--- src/rtl/lsu_mem_pkg.sv ---
// Shared widths, RV32I load/store funct3 codes and LSU FSM states.
package lsu_mem_pkg;

  localparam int unsigned DATA_WIDTH = 32;

  localparam logic [2:0] F3_B  = 3'b000;
  localparam logic [2:0] F3_H  = 3'b001;
  localparam logic [2:0] F3_W  = 3'b010;
  localparam logic [2:0] F3_BU = 3'b100;
  localparam logic [2:0] F3_HU = 3'b101;

  typedef enum logic [2:0] {
    LSU_IDLE   = 3'd0,
    LSU_LOAD   = 3'd1,
    LSU_STORE  = 3'd2,
    LSU_RMW_RD = 3'd3,
    LSU_RMW_WR = 3'd4,
    LSU_RESP   = 3'd5
  } lsu_state_e;

endpackage

--- src/rtl/lsu_mem_align.sv ---
// Little-endian lane handling: load extract/extend and sub-word store merge.
module lsu_align
  import lsu_mem_pkg::*;
(
  input  logic [DATA_WIDTH-1:0] ld_word,
  input  logic [DATA_WIDTH-1:0] st_old,
  input  logic [DATA_WIDTH-1:0] st_wdata,
  input  logic [1:0]            addr_lo,
  input  logic [2:0]            funct3,
  output logic [DATA_WIDTH-1:0] ld_rdata,
  output logic [DATA_WIDTH-1:0] st_word
);

  logic [4:0]            byte_sh;
  logic [4:0]            half_sh;
  logic [DATA_WIDTH-1:0] byte_w;
  logic [DATA_WIDTH-1:0] half_w;
  logic [DATA_WIDTH-1:0] mask;
  logic [DATA_WIDTH-1:0] ins;

  always_comb begin
    byte_sh = {addr_lo, 3'b000};
    half_sh = {addr_lo[1], 4'b0000};
    byte_w  = ld_word >> byte_sh;
    half_w  = ld_word >> half_sh;
    case (funct3)
      F3_B:    ld_rdata = {{24{byte_w[7]}}, byte_w[7:0]};
      F3_BU:   ld_rdata = {24'h0, byte_w[7:0]};
      F3_H:    ld_rdata = {{16{half_w[15]}}, half_w[15:0]};
      F3_HU:   ld_rdata = {16'h0, half_w[15:0]};
      default: ld_rdata = ld_word;
    endcase
  end

  // Sub-word stores: shift a lane mask and the right-aligned data into place.
  always_comb begin
    case (funct3)
      F3_B: begin
        mask = 32'h0000_00ff << byte_sh;
        ins  = {24'h0, st_wdata[7:0]} << byte_sh;
      end
      F3_H: begin
        mask = 32'h0000_ffff << half_sh;
        ins  = {16'h0, st_wdata[15:0]} << half_sh;
      end
      default: begin
        mask = '1;
        ins  = st_wdata;
      end
    endcase
    st_word = (st_old & ~mask) | (ins & mask);
  end

endmodule

--- src/rtl/lsu_mem.sv ---
// Load/store unit FSM: request capture, access checks, RAM sequencing incl. RMW.
module lsu_mem
  import lsu_mem_pkg::*;
#(
  parameter int unsigned MEM_WORDS = 65
) (
  input  logic                  clk,
  input  logic                  rst,
  input  logic                  req_valid,
  output logic                  req_ready,
  input  logic                  req_we,
  input  logic [2:0]            req_funct3,
  input  logic [DATA_WIDTH-1:0] req_addr,
  input  logic [DATA_WIDTH-1:0] req_wdata,
  output logic                  resp_valid,
  output logic [DATA_WIDTH-1:0] resp_rdata,
  output logic                  resp_err,
  output logic [DATA_WIDTH-1:0] mem_address,
  output logic [DATA_WIDTH-1:0] mem_data_in,
  output logic                  mem_write_en,
  output logic                  mem_read_en,
  input  logic [DATA_WIDTH-1:0] mem_data_out
);

  lsu_state_e            state_q, state_d;
  logic                  we_q, we_d;
  logic [2:0]            f3_q, f3_d;
  logic [DATA_WIDTH-1:0] addr_q, addr_d;
  logic [DATA_WIDTH-1:0] wdata_q, wdata_d;
  logic [DATA_WIDTH-1:0] rdata_q, rdata_d;
  logic [DATA_WIDTH-1:0] old_q, old_d;
  logic                  err_q, err_d;

  logic                  misal, oor, illegal, req_err;
  logic [DATA_WIDTH-1:0] word_idx;
  logic [DATA_WIDTH-1:0] ld_rdata, st_word;

  assign word_idx = {2'b00, addr_q[DATA_WIDTH-1:2]};

  // The check is evaluated on the request as it is captured so errors can
  // go straight to RESP on the accept edge.
  always_comb begin
    misal   = ((req_funct3 == F3_H || req_funct3 == F3_HU) && req_addr[0]) ||
              (req_funct3 == F3_W && req_addr[1:0] != 2'b00);
    oor     = {2'b00, req_addr[DATA_WIDTH-1:2]} >= DATA_WIDTH'(MEM_WORDS);
    illegal = (req_funct3 == 3'b011) || (req_funct3 == 3'b110) ||
              (req_funct3 == 3'b111) ||
              (req_we && (req_funct3 == F3_BU || req_funct3 == F3_HU));
    req_err = misal | oor | illegal;
  end

  lsu_align u_align (
    .ld_word  (mem_data_out),
    .st_old   (old_q),
    .st_wdata (wdata_q),
    .addr_lo  (addr_q[1:0]),
    .funct3   (f3_q),
    .ld_rdata (ld_rdata),
    .st_word  (st_word)
  );

  always_comb begin
    state_d      = state_q;
    we_d         = we_q;
    f3_d         = f3_q;
    addr_d       = addr_q;
    wdata_d      = wdata_q;
    rdata_d      = rdata_q;
    old_d        = old_q;
    err_d        = err_q;
    req_ready    = 1'b0;
    resp_valid   = 1'b0;
    resp_rdata   = '0;
    resp_err     = 1'b0;
    mem_address  = '0;
    mem_data_in  = '0;
    mem_write_en = 1'b0;
    mem_read_en  = 1'b0;
    case (state_q)
      LSU_IDLE: begin
        req_ready = 1'b1;
        if (req_valid) begin
          we_d    = req_we;
          f3_d    = req_funct3;
          addr_d  = req_addr;
          wdata_d = req_wdata;
          err_d   = req_err;
          rdata_d = '0;
          if (req_err)               state_d = LSU_RESP;
          else if (!req_we)          state_d = LSU_LOAD;
          else if (req_funct3 == F3_W) state_d = LSU_STORE;
          else                       state_d = LSU_RMW_RD;
        end
      end
      LSU_LOAD: begin
        mem_address = word_idx;
        mem_read_en = 1'b1;
        rdata_d     = ld_rdata;
        state_d     = LSU_RESP;
      end
      LSU_STORE: begin
        mem_address  = word_idx;
        mem_data_in  = wdata_q;
        mem_write_en = ~rst;
        state_d      = LSU_RESP;
      end
      LSU_RMW_RD: begin
        mem_address = word_idx;
        mem_read_en = 1'b1;
        old_d       = mem_data_out;
        state_d     = LSU_RMW_WR;
      end
      LSU_RMW_WR: begin
        mem_address  = word_idx;
        mem_data_in  = st_word;
        mem_write_en = ~rst;
        state_d      = LSU_RESP;
      end
      LSU_RESP: begin
        resp_valid = 1'b1;
        resp_rdata = rdata_q;
        resp_err   = err_q;
        state_d    = LSU_IDLE;
      end
      default: state_d = LSU_IDLE;
    endcase
  end

  always_ff @(posedge clk) begin
    if (rst) begin
      state_q <= LSU_IDLE;
      we_q    <= 1'b0;
      f3_q    <= '0;
      addr_q  <= '0;
      wdata_q <= '0;
      rdata_q <= '0;
      old_q   <= '0;
      err_q   <= 1'b0;
    end else begin
      state_q <= state_d;
      we_q    <= we_d;
      f3_q    <= f3_d;
      addr_q  <= addr_d;
      wdata_q <= wdata_d;
      rdata_q <= rdata_d;
      old_q   <= old_d;
      err_q   <= err_d;
    end
  end

endmodule

--- config.mk ---
export PLATFORM = sky130hd
export DESIGN_NAME = lsu_mem
export DESIGN_NICKNAME = d
export VERILOG_FILES = /design/src/rtl/lsu_mem_pkg.sv /design/src/rtl/lsu_mem_align.sv /design/src/rtl/lsu_mem.sv
export SDC_FILE = /design/constraint.sdc
export NUM_CORES = 1
export LEC_CHECK = 0
export BUFFER_PORTS_ARGS = -buffer_cell sky130_fd_sc_hd__buf_4
export CORE_MARGIN = 10
export CORE_UTILIZATION = 38
export DETAILED_ROUTE_END_ITERATION = 6
export PLACE_DENSITY = 0.63
export SYNTH_ARGS = -nofsm -noshare
export SYNTH_HDL_FRONTEND = slang
export SYNTH_SLANG_ARGS = --single-unit
--- constraint.sdc ---
create_clock -name clk -period 1.8 [get_ports clk]
set_clock_uncertainty 0.05 [all_clocks]
set_input_delay 0.09 -clock clk [delete_from_list [all_inputs] [get_ports clk]]
set_output_delay 0.09 -clock clk [all_outputs]
set_load 0.03 [all_outputs]
==> results of run 1 <==
-- sequential cells by signal, indices dropped and copies added, names as in the netlist --
name,count
addr_q,32
state_q,3
old_q,32
f3_q,3
rdata_q,32
wdata_q,32
err_q,1
-- cells in the mapped netlist, drive strengths merged (7+ instances only) --
cell type    n
nor3        17
mux2         8
nor2b       31
dfxtp      135
clkbuf      49
buf         30
nand2      279
a21oi      130
and3        43
and2        33
o221ai       7
nand2b      14
a22oi        8
a32o         8
nor2        17
nor4         7
a22o         9
a31oi        9
o21ai       64
-- power by group through the flow --
stage	clock network (mW)	logic, mW	registers [mW]
6_report	3.52	2.54	3.35
5_1_grt	3.70	2.73	3.37
4_1_cts	3.55	2.17	3.33
3_5_place_dp	0	1.87	3.39
3_3_place_gp	0	1.86	3.39
2_1_floorplan	0	1.13	3.33
-- cell type report --
type	instances	share of cell area, %
inverter	4	0.135
clock buffer	21	4.14
multi-input combinational	711	35.5
tap	225	2.53
sequential	135	24.5
antenna	1	0.0225
timing repair buffer	378	32.0
clock inverter	9	1.14
-- metal layers --
metal / share of wire, % / routed length, um / global-route usage (%) / up-vias
met3: 7.6 / 2060 / 5.08 / 40
met1: 42 / 11500 / 27.1 / 3667
li1: - / - / - / 3793
met2: 48 / 13100 / 34.4 / 296
met4: 1.8 / 482 / 6.45 / 0
met5: 0 / 0 / 0 / -
-- worst reg2reg max path, cell delays in order (launching register included) --
cell	delay [ps]
dfxtp_4	370
buf_6	110
mux2_4	300
or2_4	240
a31oi_4	300
nand2_1	90
a32o_1	250
-- worst paths after layout --
kind / start / depth (start not counted) / slack [ps] / end
max: f3_q[1]$_SDFFE_PP0P_ / 6 / -300 / mem_data_in[24]
min: rst / 2 / -1 / old_q[4]$_SDFFE_PP0P_
max reg2reg: addr_q[1]$_SDFFE_PP0P_ / 6 / -20 / rdata_q[8]$_SDFFE_PP0P_
min reg2reg: rdata_q[18]$_SDFFE_PP0P_ / 2 / 390 / rdata_q[18]$_SDFFE_PP0P_
-- placed cells by master (no fill, tap or decap), types with 24 or more instances in the layout --
cell type / synthesis / final
and3_1: 43 / 25
nor2b_1: 30 / 27
buf_4: 6 / 203
nand2_1: 279 / 277
a21oi_1: 129 / 120
and2_1: 33 / 30
dlygate4sd3_1: 0 / 100
dfxtp_1: 135 / 127
buf_6: 2 / 57
o21ai_2: 10 / 24
-- cells by family (layout without fill, tap and decap cells) --
| group | after synthesis | in the layout | synth area share (%) |
|---|---|---|---|
| AOI/OAI and AO/OA | 244 | 244 | 21.3 |
| other | 1 | 3 | 0.0556 |
| DFF | 135 | 135 | 40.0 |
| and+or+nand+nor | 455 | 455 | 31.4 |
| xor gates and xnor gates | 1 | 1 | 0.130 |
| muxes | 9 | 9 | 1.54 |
| buffers and inverters | 83 | 412 | 5.54 |
-- per-stage QoR --
stage               setup WS [ps]  TNS, ps
floorplan                    -107    -1290
global placement             -168    -2220
detailed placement           -236    -3200
CTS                          -307   -13170
global route                 -358   -19920
finish                       -303   -14660
-- what timing repair did --
| item | in CTS | in global routing |
|---|---|---|
| resized for setup | 62 | 95 |
| hold endpoints to repair | 120 | 0 |
| setup buffers | 5 | 14 |
| cloned | 1 | 6 |
| hold buffers | 100 | 0 |
| pin swaps | 10 | 13 |
| setup endpoints to repair | 122 | 136 |
==> impl_metrics.tcl, run 1 <==
set metrics [dict create \
    cts_buffers 17 \
    setup_ws_ps -303 \
    p_sw_share_pct 29.7 \
    p_switching_mw 2.80 \
    critPathTopFamily "simple AND/OR/NAND/NOR gates" \
    min_path_type "in2reg" \
    clockBufferDepth 2 \
    die_x_um 153 \
    placed_cells 1328 \
    post_drt_wl_per_cell_um 18.3 \
    clock_latency_ps 420 \
    fillers 1460 \
    ys_ff_latch 135 \
    track_usage_pct 21.2 \
    yosysWarnings 0 \
    slowest_delay_ps 370 \
    cts_tree "yes" \
    worst_setup_path_end_kind "primary output" \
    path_clk_slew_ps 60 \
    die_area_um2 23500 \
    netlist_instances 928 \
    setup_viol 98 \
    area_growth_pct 64.6 \
    dp_hpwl_um 18400 \
    final_cells 1484 \
    viasPerCell 5.25 \
    ys_top_cells_by_area "dfxtp_1 (40%), nand2_1 (16%), a21oi_1 (9.6%), and3_1 (4.0%), o21ai_0 (3.8%)" \
    total_power_mw 9.41 \
    cp_max_fo 15 \
    required_ps 1660 \
    whs_ps -0.963 \
    finalHoldViolations 2 \
    initial_core_util_pct 38.9 \
    routabilityCongestion 0.901 \
    yosys.area.top_type "dfxtp_1" \
    dr.pass1.iters 5 \
    cap_violations 0 \
    grt_pass1_vias 7594 \
    syn_area_um2 6750 \
    wirelength_um 27100 \
    io_buffers 201 \
    antenna_found_initial 1 \
    intPower_mw 6.61 \
    ys_types 50 \
    grt_start_max_net_pins 42 \
    rsz0062_at_grt "yes" \
    cts_max_level 4 \
    crit_type "reg2out" \
    maxSlewViolCount 0 \
    boundaryPins 204 \
    rows 48 \
    vias 7796 \
    design_area_um2 11100 \
    globalRouteOverflowTotal 0 \
    drt-initial-drc-count 577 \
    nets 1350 \
    p_clk_share_pct 37.4 \
    grt_pass1_wl_um 40900 \
    cts-root-buf "clkbuf_16" \
    register_area_um2 2720 \
    core_area_um2 17400 \
    path_buf_inv 2 \
    seq_area_frac_synth_pct 40.0 \
    worst_path_max_delay_cell "or3_4" \
    ys.flop_type "dfxtp_1" \
    die_y_um 153 \
    cts.sink_count 135 \
    post_dp_cell_area_um2 8670 \
    avgSynthCellArea_um2 7.27 \
    min_period_over_period_pct 117 \
    max_freq_mhz 476 \
    post_route_cells_drive_above_1_share_pct 31.6 \
    ant_nets 0 \
    postSynth.asyncResetShare_pct 0 \
    multiInputGateArea_um2 3950 \
    combPwrFrac_pct 27.0 \
    status "finished, violations left" \
    cp_cell_sequence "or2_1, or3_4, buf_12, a21oi_2, a22o_1, buf_6" \
    seqPwrFrac_pct 35.6 \
    vdd_ir_drop_max_mv 0.721 \
    p_leak_nw 4.59 \
    power.density_nw_per_um2 847 \
    crit_arrival_ps 1960 \
    min_period_ps 2100 \
    drc 0 \
    fin_util_pct 64.0 \
    violations "hold timing, setup timing" \
    crit_path_start_kind "flip-flop" \
    synth_enable_flop_cells 0 \
    synth_top_area_share_pct 40.0 \
]
(Power assumes the default switching activity.)
==> run 2, diff against run 1 <==
--- a/config.mk
+++ b/config.mk
@@ -6,6 +6,7 @@
 export NUM_CORES = 1
 export LEC_CHECK = 0
 export BUFFER_PORTS_ARGS = -buffer_cell sky130_fd_sc_hd__buf_4
+export CORE_ASPECT_RATIO = 2
 export CORE_MARGIN = 10
 export CORE_UTILIZATION = 38
 export DETAILED_ROUTE_END_ITERATION = 6
==> run 2 against run 1 <==
Net effect:
- critical path type unchanged
- final cell count decreased by 0.74%
- first-iteration DRC count decreased by 26%
- register-to-register slack got worse by 80 ps
- the run ends with setup timing left
- critical endpoint is now mem_data_in[0]
- clock power down 4%
==> impl_metrics.tcl, run 2 (same netlist as run 1, synthesis figures left out) <==
set metrics [dict create \
    clock_latency_ps 430 \
    die_y_um 208 \
    die_area_um2 23800 \
    boundaryPins 204 \
    drc 0 \
    wirelength_um 29200 \
    routabilityCongestion 0.907 \
    vdd_ir_drop_max_mv 0.687 \
    min_delay_path_depth 4 \
    nets 1353 \
    intPower_mw 6.45 \
    startpoint "f3_q[2]$_SDFFE_PP0P_" \
    cap_violations 0 \
    core_area_um2 17400 \
    rows 68 \
    min_path_type "in2reg" \
    initial_core_util_pct 38.9 \
    globalRouteOverflowTotal 0 \
    r2r_start "addr_q[1]$_SDFFE_PP0P_" \
    dp_hpwl_um 19400 \
    post_route_cells_drive_above_1_share_pct 34.2 \
    worst_setup_path_end_kind "primary output" \
    p_leak_nw 4.75 \
    dr.pass1.iters 5 \
    crit_arrival_ps 1930 \
    io_buffers 201 \
    hold_path_startpoint "req_valid" \
    vias 7885 \
    final_cell_mix "nand2_1 (276), buf_4 (186), dfxtp_1 (126), a21oi_1 (121), dlygate4sd3_1 (101)" \
    total_power_mw 9.39 \
    post_drt_wl_per_cell_um 19.8 \
    path_clk_slew_ps 50 \
    antenna_found_initial 0 \
    setup_ws_ps -267 \
    ant_nets 0 \
    min_period_over_period_pct 115 \
    slew_headroom_pct 54.7 \
    setup_viol 69 \
    p_switching_mw 2.95 \
    rsz0062_at_grt "yes" \
    viasPerCell 5.35 \
    fin_util_pct 65.5 \
    combPwrFrac_pct 28.2 \
    clockBufferDepth 2 \
    status "finished, violations left" \
    max_freq_mhz 484 \
    maxSlewViolCount 0 \
    grt_start_max_net_pins 63 \
    crit_path_start_kind "flip-flop" \
    fillers 1465 \
    crit_type "reg2out" \
    min_period_ps 2070 \
    cts_max_level 4 \
    p_clk_share_pct 36.1 \
    power.density_nw_per_um2 826 \
    r2r_cells 7 \
    worst_slew_pin_slew_ps 679 \
    p_sw_share_pct 31.4 \
    r2r_setup_slack_ps -100 \
    drt-initial-drc-count 427 \
    grt_pass1_wl_um 43500 \
    grt_pass1_vias 7918 \
    cp_max_fo 8 \
    num_antenna_cells 0 \
    violations "setup timing" \
    track_usage_pct 22.9 \
    finalHoldViolations 0 \
    cts_tree "yes" \
    area_growth_pct 68.5 \
    die_x_um 114 \
    cts_buffers 17 \
    seqPwrFrac_pct 35.7 \
    cts.sink_count 135 \
    whs_ps 45.5 \
    cts-root-buf "clkbuf_16" \
    mostFrequentLayoutCell "nand2_1" \
    required_ps 1660 \
]
run 2: path summary, 6_finish.rpt:
| check | end |
|---|---|
| max | mem_data_in[0] |
| min | state_q[0]$_SDFFE_PP0P_ |
| max reg2reg | rdata_q[13]$_SDFFE_PP0P_ |
| min reg2reg | rdata_q[24]$_SDFFE_PP0P_ |
run 2: power by group through the flow:
stage / Sequential [mW] / Clock, mW / Combinational [mW]
floorplan: 3.33 / 0 / 1.13
global placement: 3.39 / 0 / 1.87
detailed placement: 3.40 / 0 / 1.88
CTS: 3.34 / 3.41 / 2.42
global route: 3.37 / 3.53 / 2.83
finish: 3.36 / 3.39 / 2.65
run 2: final cells by class:
cell class / instances / area [um^2] / share of cell area (%)
multi-input cells: 712 / 4130 / 36.3
repair buffers: 380 / 3670 / 32.2
flip-flops and latches: 135 / 2730 / 24.0
clock buffers: 21 / 470 / 4.14
well taps: 210 / 263 / 2.31
clock inverters: 11 / 98.8 / 0.869
inverters: 4 / 20.0 / 0.176
run 2: routing by layer:
metal	vias up	global-route usage, %	share of wire [%]
li1	3790	-	-
met1	3691	22.2	34
met4	0	16.4	6.6
met5	-	0	0
met2	313	40.7	54
met3	91	5.62	5.8
run 2: what timing repair did:
item / 4_1_cts / 5_1_grt
setup buffers: 13 / 5
setup endpoints to repair: 125 / 163
gates resized for setup: 151 / 77
hold endpoints to repair: 129 / 0
pin swaps: 37 / 26
gates cloned: 6 / 4
hold buffers: 101 / 0
run 2: worst max-delay path: stages (launching register included):
cell	delay, ps
dfxtp_2	340
or2_1	230
or3_4	380
nor2_4	100
buf_6	130
a22o_1	180
buf_6	150
run 2: per-stage QoR:
stage          area [um^2]  TNS [ps]  setup WS, ps  std cells
2_1_floorplan         6790     -1290          -107        929
3_3_place_gp          8670     -2120          -159       1313
3_5_place_dp          8670     -3150          -208       1313
4_1_cts              11000     -9160          -271       1465
5_1_grt              11400    -14740          -314       1473
6_report             11400    -10690          -267       1473
==> run 3, diff against run 2 <==
--- a/config.mk
+++ b/config.mk
@@ -6,11 +6,11 @@
 export NUM_CORES = 1
 export LEC_CHECK = 0
 export BUFFER_PORTS_ARGS = -buffer_cell sky130_fd_sc_hd__buf_4
-export CORE_ASPECT_RATIO = 2
 export CORE_MARGIN = 10
 export CORE_UTILIZATION = 38
 export DETAILED_ROUTE_END_ITERATION = 6
 export PLACE_DENSITY = 0.63
+export SKIP_CTS_REPAIR_TIMING = 1
 export SYNTH_ARGS = -nofsm -noshare
 export SYNTH_HDL_FRONTEND = slang
 export SYNTH_SLANG_ARGS = --single-unit
==> run 3 against run 2 <==
Net effect:
- the flow still finishes with violations (setup timing)
- die area fell by 1.4%
- design area down 2.4%
- sequential cell count stayed put
- non-clock buffer count decreased by 8
- utilization shrank 1.6 points
- sequential share of layout area grew 0.54 points
- count of clock-buffer cells in the layout stayed put
- global-route usage down 3.1 points
- critical path type unchanged
==> impl_metrics.tcl, run 3 (same netlist as run 1, synthesis figures left out) <==
set metrics [dict create \
    status "finished, violations left" \
    violations "setup timing" \
    nets 1344 \
    cap_violations 0 \
    dp_hpwl_um 18400 \
    crit_path_start_kind "flip-flop" \
    die_y_um 153 \
    slew_headroom_pct 62.6 \
    rows 48 \
    cp_max_fo 8 \
    cts_buffers 17 \
    drt-initial-drc-count 656 \
    vias 7811 \
    io_buffers 201 \
    core_area_um2 17400 \
    viasPerCell 5.29 \
    clock_latency_ps 420 \
    combPwrFrac_pct 26.7 \
    post_drt_wl_per_cell_um 18.3 \
    num_antenna_cells 0 \
    setup_ws_ps -334 \
    grt_start_max_net_pins 42 \
    total_power_mw 9.38 \
    worst_slew_pin_slew_ps 561 \
    crit_type "reg2out" \
    required_ps 1660 \
    drc 0 \
    power.density_nw_per_um2 844 \
    wirelength_um 27100 \
    setup_viol 70 \
    vdd_ir_drop_max_mv 0.695 \
    mostFrequentLayoutCell "nand2_1" \
    cts.sink_count 135 \
    post_dp_cell_area_um2 8670 \
    die_area_um2 23500 \
    p_clk_share_pct 37.7 \
    globalRouteOverflowTotal 0 \
    max_freq_mhz 469 \
    crit_arrival_ps 1990 \
    track_usage_pct 19.8 \
    design_area_um2 11100 \
    maxSlewViolCount 0 \
    finalHoldViolations 0 \
    grt_pass1_vias 7018 \
    worst_setup_path_end_kind "primary output" \
    cts_tree "yes" \
    initial_core_util_pct 38.9 \
    place_ws_ps -236 \
    final_cells 1477 \
    path_clk_slew_ps 60 \
    ant_nets 0 \
    die_x_um 153 \
    seqPwrFrac_pct 35.6 \
    min_path_type "in2reg" \
    clockBufferDepth 2 \
    cts_max_level 4 \
    routabilityCongestion 0.901 \
    final_cell_mix "nand2_1 (277), buf_4 (179), dfxtp_1 (128), a21oi_1 (124), dlygate4sd3_1 (100)" \
    fin_util_pct 64.0 \
    dr.pass1.iters 6 \
    post_route_cells_drive_above_1_share_pct 32.0 \
    rsz0062_at_grt "yes" \
    boundaryPins 204 \
    p_leak_nw 4.63 \
    placed_cells 1328 \
    area_growth_pct 64.5 \
    min_period_ps 2130 \
    intPower_mw 6.57 \
    p_switching_mw 2.81 \
    cts-root-buf "clkbuf_16" \
    antenna_found_initial 0 \
    grt_pass1_wl_um 38000 \
    min_period_over_period_pct 119 \
    p_sw_share_pct 29.9 \
]
-- run 3: cell count changes in the layout (fill, tap and decap cells not counted), moves of 3 or more --
cell,previous run,this run
a21oi_2,8,5
o21ai_2,24,20
bufbuf_16,3,0
nand2b_1,11,14
buf_6,72,81
nor2b_4,6,3
buf_8,5,1
buf_4,186,179
o21ai_1,14,17
a21oi_1,121,124
-- run 3: cell type report --
type | instances | area, um^2
Fill cell | 1461 | 6250
Multi-Input combinational cell | 711 | 4000
Timing Repair Buffer | 372 | 3510
Sequential cell | 135 | 2720
Clock buffer | 21 | 460
Tap cell | 225 | 282
Clock inverter | 9 | 126
Inverter | 4 | 15.0
-- run 3: per-layer routing --
| metal | track usage [%] | wire length, um | up-vias | part of all wire [%] |
|---|---|---|---|---|
| met3 | 5.13 | 2020 | 30 | 7.4 |
| met4 | 5.59 | 439 | 0 | 1.6 |
| li1 | - | - | 3768 | - |
| met2 | 31.6 | 13100 | 292 | 48 |
| met1 | 25.7 | 11500 | 3721 | 43 |
| met5 | 0 | 0 | - | 0 |
-- run 3: metrics by stage --
stage | hold slack (ps) | TNS [ps]
2_1_floorplan | 176 | -1290
3_3_place_gp | 290 | -2220
3_5_place_dp | 297 | -3200
4_1_cts | -139 | -28860
5_1_grt | 12.3 | -16170
6_report | 2.16 | -11790
-- run 3: final timing paths --
path	from	endpoint	slack (ps)	depth (start not counted)
hold reg to reg	rdata_q[18]$_SDFFE_PP0P_	rdata_q[18]$_SDFFE_PP0P_	390	2
hold / removal	rst	rdata_q[0]$_SDFFE_PP0P_	2	2
setup reg to reg	addr_q[1]$_SDFFE_PP0P_	rdata_q[10]$_SDFFE_PP0P_	-30	6
setup / recovery	f3_q[1]$_SDFFE_PP0P_	mem_data_in[24]	-330	6
-- run 3: worst max-delay path, cell delays in order, from the launching register on --
cell and delay, ps:
dfxtp_2 330, or2_4 250, or3_4 390, buf_12 160, a21oi_4 120, a22o_1 180
buf_6 140
-- run 3: power by group through the flow --
stage          clock network, mW  registers, mW  logic [mW]
2_1_floorplan                  0           3.33        1.13
3_3_place_gp                   0           3.39        1.86
3_5_place_dp                   0           3.39        1.87
4_1_cts                     3.55           3.33        1.88
5_1_grt                     3.70           3.36        2.68
6_report                    3.53           3.34        2.50
